===== config.mk =====
export PLATFORM = sky130hd
export DESIGN_NAME = addsub_dispatch
export DESIGN_NICKNAME = d
export VERILOG_FILES = /design/src/rtl/addsub_pkg.sv /design/src/rtl/op_fifo.sv /design/src/rtl/addsub_dispatch.sv
export SDC_FILE = /design/constraint.sdc
export NUM_CORES = 1
export LEC_CHECK = 0
export ABC_AREA = 1
export BUFFER_PORTS_ARGS = -buffer_cell sky130_fd_sc_hd__buf_2
export CORE_MARGIN = 8
export CORE_UTILIZATION = 50
export CTS_BUF_LIST = sky130_fd_sc_hd__clkbuf_2 sky130_fd_sc_hd__clkbuf_4 sky130_fd_sc_hd__clkbuf_8
export DETAILED_ROUTE_END_ITERATION = 12
export PLACE_DENSITY_LB_ADDON = 0.2
export SETUP_SLACK_MARGIN = 0.5
export SLEW_MARGIN = 20
export SYNTH_ARGS = -nofsm -noshare
export SYNTH_HDL_FRONTEND = slang
export SYNTH_SLANG_ARGS = --single-unit

===== constraint.sdc =====
create_clock -name clk -period 6.35 [get_ports clk]
set_clock_uncertainty 0.15 [all_clocks]
set_input_delay 0.3175 -clock clk [delete_from_list [all_inputs] [get_ports clk]]
set_output_delay 0.3175 -clock clk [all_outputs]
set_load 0.1 [all_outputs]

===== src/rtl/addsub_pkg.sv =====
// Shared constants and types for the addsub issue stage.
package addsub_pkg;

    localparam int unsigned FP_W     = 32;
    localparam int unsigned SIGN_BIT = FP_W - 1;
    localparam int unsigned TAG_W    = 2;

    typedef enum logic [1:0] {
        S_IDLE  = 2'd0,
        S_ISSUE = 2'd1,
        S_WAIT  = 2'd2,
        S_HOLD  = 2'd3
    } dispatch_state_t;

endpackage


===== src/rtl/op_fifo.sv =====
// Synchronous operand-pair FIFO with full/empty flags and an occupancy count.
module op_fifo #(
    parameter int unsigned DEPTH = 4,
    parameter int unsigned W     = 64
) (
    input  logic                   clk,
    input  logic                   rst,
    input  logic                   i_push,
    input  logic [W-1:0]           i_wdata,
    input  logic                   i_pop,
    output logic [W-1:0]           o_rdata,
    output logic                   o_full,
    output logic                   o_empty,
    output logic [$clog2(DEPTH):0] o_count
);

    localparam int unsigned AW = $clog2(DEPTH);

    logic [W-1:0]  r_mem [DEPTH];
    logic [AW-1:0] r_wr_ptr;
    logic [AW-1:0] r_rd_ptr;
    logic [AW:0]   r_count;
    logic          w_push;
    logic          w_pop;

    assign o_full  = (r_count == (AW+1)'(DEPTH));
    assign o_empty = (r_count == '0);
    assign o_count = r_count;
    assign o_rdata = r_mem[r_rd_ptr];
    assign w_push  = i_push & ~o_full;
    assign w_pop   = i_pop & ~o_empty;

    // Pointers wrap naturally because DEPTH is a power of two.
    always_ff @(posedge clk) begin
        if (rst) begin
            r_wr_ptr <= '0;
            r_rd_ptr <= '0;
            r_count  <= '0;
        end else begin
            if (w_push) r_wr_ptr <= r_wr_ptr + AW'(1);
            if (w_pop)  r_rd_ptr <= r_rd_ptr + AW'(1);
            case ({w_push, w_pop})
                2'b10:   r_count <= r_count + (AW+1)'(1);
                2'b01:   r_count <= r_count - (AW+1)'(1);
                default: ;
            endcase
        end
    end

    always_ff @(posedge clk) begin
        if (w_push) r_mem[r_wr_ptr] <= i_wdata;
    end

endmodule


===== src/rtl/addsub_dispatch.sv =====
// Issue stage for the addsub unit: queues operand pairs, runs one start/done/serv
// handshake at a time and presents tagged results on a valid/ready port.
module addsub_dispatch #(
    parameter int unsigned DEPTH = 4,
    parameter int unsigned FP_W  = 32
) (
    input  logic            clk,
    input  logic            rst,
    input  logic            req_valid,
    output logic            req_ready,
    input  logic [FP_W-1:0] req_op1,
    input  logic [FP_W-1:0] req_op2,
    input  logic            req_sub,
    output logic [FP_W-1:0] op1,
    output logic [FP_W-1:0] op2,
    output logic            add_start,
    input  logic            add_busy,
    input  logic            add_done,
    input  logic [FP_W-1:0] add_result,
    input  logic            add_overflow,
    output logic            add_serv,
    output logic            res_valid,
    input  logic            res_ready,
    output logic [FP_W-1:0] res_data,
    output logic            res_overflow,
    output logic [1:0]      res_tag
);

    import addsub_pkg::*;

    localparam int unsigned CW = $clog2(DEPTH) + 1;

    dispatch_state_t   r_state;
    dispatch_state_t   w_next;
    logic [2*FP_W-1:0] w_wdata;
    logic [2*FP_W-1:0] w_head;
    logic [FP_W-1:0]   w_op2_adj;
    logic [CW-1:0]     w_count;
    logic              w_full;
    logic              w_empty;
    logic              w_push;
    logic              w_pop;
    logic              w_go;

    logic [FP_W-1:0]   r_op1;
    logic [FP_W-1:0]   r_op2;
    logic [FP_W-1:0]   r_res_data;
    logic              r_res_ovf;
    logic [TAG_W-1:0]  r_res_tag;
    logic [TAG_W-1:0]  r_tag;
    logic              r_serv;

    // Subtraction is folded into the queued operand as a sign flip.
    assign w_op2_adj = {req_op2[FP_W-1] ^ req_sub, req_op2[FP_W-2:0]};
    assign w_wdata   = {req_op1, w_op2_adj};

    assign req_ready = ~w_full;
    assign w_push    = req_valid & req_ready;
    assign w_pop     = (r_state == S_ISSUE) & (w_count != '0);
    assign w_go      = (r_state == S_IDLE) & ~w_empty & ~add_busy;

    op_fifo #(
        .DEPTH (DEPTH),
        .W     (2*FP_W)
    ) u_fifo (
        .clk     (clk),
        .rst     (rst),
        .i_push  (w_push),
        .i_wdata (w_wdata),
        .i_pop   (w_pop),
        .o_rdata (w_head),
        .o_full  (w_full),
        .o_empty (w_empty),
        .o_count (w_count)
    );

    always_ff @(posedge clk) begin
        if (rst) r_state <= S_IDLE;
        else     r_state <= w_next;
    end

    always_comb begin
        w_next = r_state;
        unique case (r_state)
            S_IDLE:  if (w_go) w_next = S_ISSUE;
            S_ISSUE: w_next = S_WAIT;
            S_WAIT:  if (add_done) w_next = S_HOLD;
            S_HOLD:  if (res_ready) w_next = S_IDLE;
            default: w_next = S_IDLE;
        endcase
    end

    // Operands are latched on the IDLE->ISSUE edge so they are stable during the start pulse.
    always_ff @(posedge clk) begin
        if (rst) begin
            r_op1      <= '0;
            r_op2      <= '0;
            r_res_data <= '0;
            r_res_ovf  <= 1'b0;
            r_res_tag  <= '0;
            r_tag      <= '0;
            r_serv     <= 1'b0;
        end else begin
            r_serv <= 1'b0;
            if (w_go) begin
                r_op1 <= w_head[2*FP_W-1:FP_W];
                r_op2 <= w_head[FP_W-1:0];
            end
            if (r_state == S_WAIT && add_done) begin
                r_res_data <= add_result;
                r_res_ovf  <= add_overflow;
                r_res_tag  <= r_tag;
                r_serv     <= 1'b1;
            end
            if (r_state == S_HOLD && res_ready) begin
                r_tag <= r_tag + TAG_W'(1);
            end
        end
    end

    assign op1          = r_op1;
    assign op2          = r_op2;
    assign add_start    = (r_state == S_ISSUE);
    assign add_serv     = r_serv;
    assign res_valid    = (r_state == S_HOLD);
    assign res_data     = r_res_data;
    assign res_overflow = r_res_ovf;
    assign res_tag      = r_res_tag;

endmodule


==> flow_metrics.tcl, run 1 <==
set metrics [dict create \
    ff2ff_setup_slack_ns 3.78 \
    root_buffer "clkbuf_8" \
    final_hold_viol_count 0 \
    drive_above_1_share_pct 18.65 \
    cp_slowest_cell "buf_4" \
    yosys_warnings 0 \
    power_density_nw_per_um2 446.2 \
    antenna_found_initial 1 \
    path_common_cell "nand2_1" \
    core_area_um2 27930 \
    syn2layout_area_growth_pct 24.28 \
    yosys.area.top_type "edfxtp_1" \
    p_leak_nw 7.418 \
    slew_viol_final 0 \
    tritoncts "built" \
    synth_seq_area_share_pct 69.64 \
    synthArstFlopShare_pct 0 \
    ys_top_cells_by_count "462 x nor2_1, 256 x edfxtp_1, 207 x nand2_1" \
    critPathMaxStageDelay_ns 0.76 \
    power.switching_mw 3.350 \
    syn_inst 1400 \
    max-vdd-ir-drop_mv 0.2712 \
    yosysMostFrequentCell "nor2_1" \
    firstDrtPassIters 5 \
    start_util_pct 50.94 \
    ios 207 \
    vias 10320 \
    crit_type "register to register" \
    antenna_left 0 \
    outcome "finished, final reports clean" \
    tightest_slew_ns 1.015 \
    cp.arrival_ns 2.62 \
    finalCriticalPeriod_ns 2.570 \
    drc 0 \
    crit_chain "nor2_1 -> nand2_1 -> nand2_1 -> nor2_4 -> buf_4" \
    io_buffers 206 \
    die_h_um 184.7 \
    clockPowerShare_pct 25.2 \
    holdPathStages 4 \
    hold_start "add_done" \
    hold_class "input port to register" \
    grt_max_degree 132 \
    synth_ff_type "edfxtp_1" \
    grt_pass1_wl_mm 52.74 \
    place_congestion 0.8482 \
    drt-total-wl_mm 33.45 \
    synth-edff-count 256 \
    rsz0062_at_grt "no" \
    clk_latency_ns 0.60 \
    syn_avg_cell_area_um2 10.16 \
    cap_violations 0 \
    max_slew_margin_pct 32.32 \
    critPathCaptureType "register" \
    cp.required_ns 6.40 \
    cts_max_level 2 \
    die_w_um 184.7 \
    grt_usage_pct 19.23 \
    rr_startpoint "u_fifo.o_count[1]" \
    synthDistinctLibCells 18 \
    yosys-top-cells-area "edfxtp_1 54%, dfxtp_1 16%, nor2_1 12%" \
    postLayoutCoreUtil_pct 63.30 \
    min_delay_worst_endpoint "add_serv" \
    setup_viol 0 \
    path_clk_slew_ns 0.06 \
    reg2regPathDepth 5 \
    num_rows 61 \
    rr_endpoint "u_fifo.r_mem[1][22]" \
    hpwl_mm 18.68 \
    worstSetupStartpointType "register" \
    p_sw_share_pct 42.46 \
    cts-buffers-inserted 58 \
    wl_per_cell_um 15.69 \
    nNetsFinal 1818 \
    drtIter0Drc 628 \
    worstPathMaxFanout 54 \
    avgViaCountPerCell 4.838 \
    fill_cells 2271 \
    synth_nets 1515 \
    grt_overflow 0 \
    setup_tns_ns 0 \
    internal_power_mw 4.541 \
    cts.sink_count 367 \
    fin_total_pwr_mw 7.891 \
    yosysTopAreaCellShare_pct 54.03 \
    period_share_pct 40.47 \
    clock.fmax_mhz 389.1 \
    netlist_area_um2 14230 \
    die_area_um2 34110 \
    grt_pass1_vias 10330 \
    power_frac_seq_pct 38.7 \
    ys_ff_latch 367 \
    pwr-share-comb_pct 36.1 \
    cts_buffer_depth 3 \
]
-- layout by cell type (no fill, tap or decap), drive strengths merged --
cell type	instances
ha	10
edfxtp	256
fa	1
nand3	4
inv	91
diode	1
clkbuf	92
nor2	462
dfxtp	111
a21oi	13
buf	216
o21ai	172
nand2	207
clkinvlp	1
dlygate4sd3	100
clkinv	16
xor2	1
-- cell families (layout without fill, tap and decap cells) --
family                   after synthesis  count (layout)  share of synthesized area (%)
adder cells (fa/ha/maj)               11              11                          1.020
AO/OA/AOI/OAI                        185             185                          6.507
XOR/XNOR                               1               1                        0.06157
other                                  0               1                              0
AND/OR/NAND/NOR                      673             673                          17.79
buffers and inverters                163             516                          4.977
flip-flops                           367             367                          69.64
-- per-layer routing --
layer  global-route usage (%)  share of wire, %  routed length (um)
met5                        0                 0                   0
met1                    23.59                42               14190
met2                    33.90                49               16450
met3                    3.249               6.2                2089
met4                    6.658               2.2                 723
-- how the worst max path moves through the flow --
| stage | slack (ns) | to | from |
|---|---|---|---|
| floorplan | 1.57 | u_fifo.r_mem[0][0] | u_fifo.o_count[1] |
| global placement | 3.76 | u_fifo.r_mem[1][1] | u_fifo.o_count[1] |
| detailed placement | 3.77 | u_fifo.r_mem[1][1] | u_fifo.o_count[0] |
| CTS | 3.74 | u_fifo.r_mem[3][22] | u_fifo.o_count[1] |
| global route | 3.55 | op2[16] | r_state[0] |
| finish | 3.78 | u_fifo.r_mem[1][22] | u_fifo.o_count[1] |
-- timing repair --
action	CTS	global route
hold buffers	100	0
hold endpoints to repair	293	0
resized for setup	0	0
buffers inserted	0	0
-- worst max-delay path, delay by kind of cell (launching register included) --
kind          cells  cell delay (ns)
buf+inv           1             0.76
simple gates      4             0.88
flops             1             0.35
-- stage by stage --
step           setup WS (ns)  hold WS (ns)  instance area (um^2)  cells
2_1_floorplan          1.568        0.2366                 14230   1400
3_3_place_gp           3.765        0.3096                 15490   1921
3_5_place_dp           3.766        0.3182                 15490   1921
4_1_cts                3.737       0.04628                 17680   2131
5_1_grt                3.545        0.1360                 17680   2132
6_report               3.780        0.1034                 17680   2132
-- power by group through the flow --
stage          clock [mW]  combinational (mW)  sequential (mW)
6_report             1.99                2.85             3.05
5_1_grt              2.14                3.07             3.09
4_1_cts              2.04                2.87             3.05
3_5_place_dp            0                2.82             3.10
3_3_place_gp            0                2.79             3.09
2_1_floorplan           0                1.03             4.39
-- final cells by class --
| type | count | area (um^2) | area share [%] |
|---|---|---|---|
| Clock inverter | 18 | 102.6 | 0.5802 |
| Tap cell | 378 | 473.0 | 2.675 |
| Timing Repair Buffer | 316 | 2111 | 11.94 |
| Sequential cell | 367 | 9917 | 56.08 |
| Clock buffer | 92 | 1085 | 6.135 |
| Multi-Input combinational cell | 870 | 3649 | 20.63 |
| Antenna cell | 1 | 2.502 | 0.01415 |
| Inverter | 90 | 344.1 | 1.946 |
-- sequential cells by signal, summed over array words and instances, names as in the netlist --
signal	cells
add_serv	1
op1	32
op2	32
r_state	2
r_tag	2
res_data	32
res_overflow	1
res_tag	2
u_fifo.o_count	3
u_fifo.r_mem	256
u_fifo.r_rd_ptr	2
u_fifo.r_wr_ptr	2
No activity file was read; power rests on OpenSTA's default activity.
==> run 2, diff against run 1 <==
Clock period 6.35 ns to 2.57 ns, I/O delays scaled along.
==> flow_metrics.tcl, run 2 (synthesized netlist as in run 1, its figures left out) <==
set metrics [dict create \
    antenna_found_initial 3 \
    cp.arrival_ns 2.24 \
    worstPathMaxFanout 4 \
    nNetsFinal 1836 \
    outcome "finished, final reports clean" \
    grt_pass1_wl_mm 52.43 \
    root_buffer "clkbuf_8" \
    place_congestion 0.8083 \
    die_h_um 184.7 \
    finalCriticalPeriod_ns 1.928 \
    cts_buffer_depth 3 \
    instances_no_fill 2150 \
    avgViaCountPerCell 4.785 \
    ff2ff_setup_slack_ns 0.64 \
    clk_latency_ns 0.59 \
    fill_cells 2205 \
    drive_above_1_share_pct 20.17 \
    rsz0062_at_grt "yes" \
    io_buffers 206 \
    p_leak_nw 7.574 \
    slew_viol_final 0 \
    grt_max_degree 91 \
    firstDrtPassIters 5 \
    drc 0 \
    hold_class "input port to register" \
    worstSetupStartpointType "register" \
    grt_usage_pct 19.12 \
    tritoncts "built" \
    critPathCaptureType "register" \
    wl_per_cell_um 15.45 \
    cts-buffers-inserted 58 \
    crit_type "register to register" \
    antenna_left 0 \
    reg2regPathDepth 12 \
    holdPathStages 2 \
    num_rows 61 \
    start_util_pct 50.94 \
    grt_overflow 0 \
    grt_pass1_vias 10280 \
    cts.sink_count 367 \
    drtIter0Drc 543 \
    hpwl_mm 18.53 \
    drt-total-wl_mm 33.21 \
    ios 207 \
    setup_tns_ns 0 \
    hold_start "req_op2[0]" \
    largest_register "u_fifo.r_mem" \
    path_clk_slew_ns 0.06 \
    period_share_pct 75.02 \
    largest_register_ffs 256 \
    cap_violations 0 \
    tightest_slew_ns 0.9173 \
    most-common-layout-cells "456 x nor2_1, 256 x edfxtp_1, 205 x buf_2" \
    max-vdd-ir-drop_mv 0.8172 \
    min_delay_worst_endpoint "u_fifo.r_mem[3][0]" \
    die_area_um2 34110 \
    core_area_um2 27930 \
    cp.required_ns 2.89 \
    rr_endpoint "u_fifo.o_count[2]" \
    max_slew_margin_pct 38.85 \
    final_hold_viol_count 0 \
    clock.fmax_mhz 518.6 \
    cts_max_level 2 \
    vias 10290 \
    syn2layout_area_growth_pct 27.14 \
    setup_viol 0 \
    rr_startpoint "u_fifo.o_count[1]" \
    power_density_nw_per_um2 1103 \
    place_inst 1931 \
    die_w_um 184.7 \
    layout_commonest_cell "nor2_1" \
]
==> run 2: cell types whose count changed in the layout (fill, tap and decap cells not counted), moves of 4 or more <==
cell,before,now
clkinv_2,4,9
nand2_1,206,202
buf_12,0,11
clkbuf_8,63,69
clkbuf_4,29,21
buf_4,9,13
==> run 2: layout make-up <==
cell class / instances / area (um^2) / area share, %
Sequential cell: 367 / 9921 / 54.84
Multi-Input combinational cell: 871 / 3744 / 20.69
Timing Repair Buffer: 333 / 2382 / 13.17
Clock buffer: 89 / 1100 / 6.080
Tap cell: 378 / 473.0 / 2.614
Inverter: 90 / 341.6 / 1.888
Clock inverter: 20 / 123.9 / 0.6847
Antenna cell: 2 / 5.005 / 0.02767
==> run 2: how the worst max path moves through the flow <==
stage | start | cells past startpoint | end
2_1_floorplan | u_fifo.o_count[1] | 4 | u_fifo.r_mem[0][0]
3_3_place_gp | u_fifo.o_count[2] | 11 | u_fifo.o_count[2]
3_5_place_dp | r_state[0] | 9 | op2[28]
4_1_cts | r_state[0] | 9 | op2[22]
5_1_grt | u_fifo.o_count[1] | 13 | u_fifo.o_count[2]
6_report | u_fifo.o_count[1] | 12 | u_fifo.o_count[2]
==> run 2: worst max-delay path, cell delays in order, from the launching register on <==
cell	delay, ns
dfxtp_2	0.36
nor2_4	0.06
buf_4	0.14
nand2_4	0.08
nand2_4	0.06
inv_2	0.05
ha_2	0.16
inv_1	0.06
fa_2	0.33
nand2_1	0.07
nand3_1	0.09
o21ai_1	0.13
a21oi_1	0.05
==> run 2: power by group <==
part           total (mW)  internal, mW  switching (mW)  leakage (nW)
clock                5.03          2.83            2.20         0.651
combinational        7.39          1.56            5.83          3.66
sequential           7.53          7.18           0.349          3.26
total                19.9          11.6            8.38          7.57
==> run 2: stage by stage <==
stage	setup WS, ns	hold slack, ns	util, %	power (mW)	area, um^2
floorplan	0.3489	0.04757	-	13.47	14320
global placement	0.5515	0.1933	56.39	14.68	15750
detailed placement	0.5413	0.1969	56.39	14.78	15750
CTS	0.5346	0.09277	64.42	19.96	18000
global route	0.4596	0.1258	64.76	21.05	18090
finish	0.6419	0.1438	64.76	19.95	18090
==> run 2: what timing repair did <==
| action | in CTS | in global routing |
|---|---|---|
| setup buffers | 0 | 4 |
| hold endpoints to repair | 300 | 14 |
| resized for setup | 0 | 8 |
| hold buffers | 102 | 1 |
| setup endpoints to repair | 0 | 49 |
==> run 2: per-layer routing <==
| metal | vias to the layer above | track usage, % | routed length (um) |
|---|---|---|---|
| met2 | 288 | 32.79 | 15870 |
| met1 | 4749 | 23.87 | 14420 |
| li1 | 5199 | - | - |
| met5 | - | 0 | 8 |
| met3 | 49 | 4.863 | 2361 |
| met4 | 2 | 4.962 | 553 |
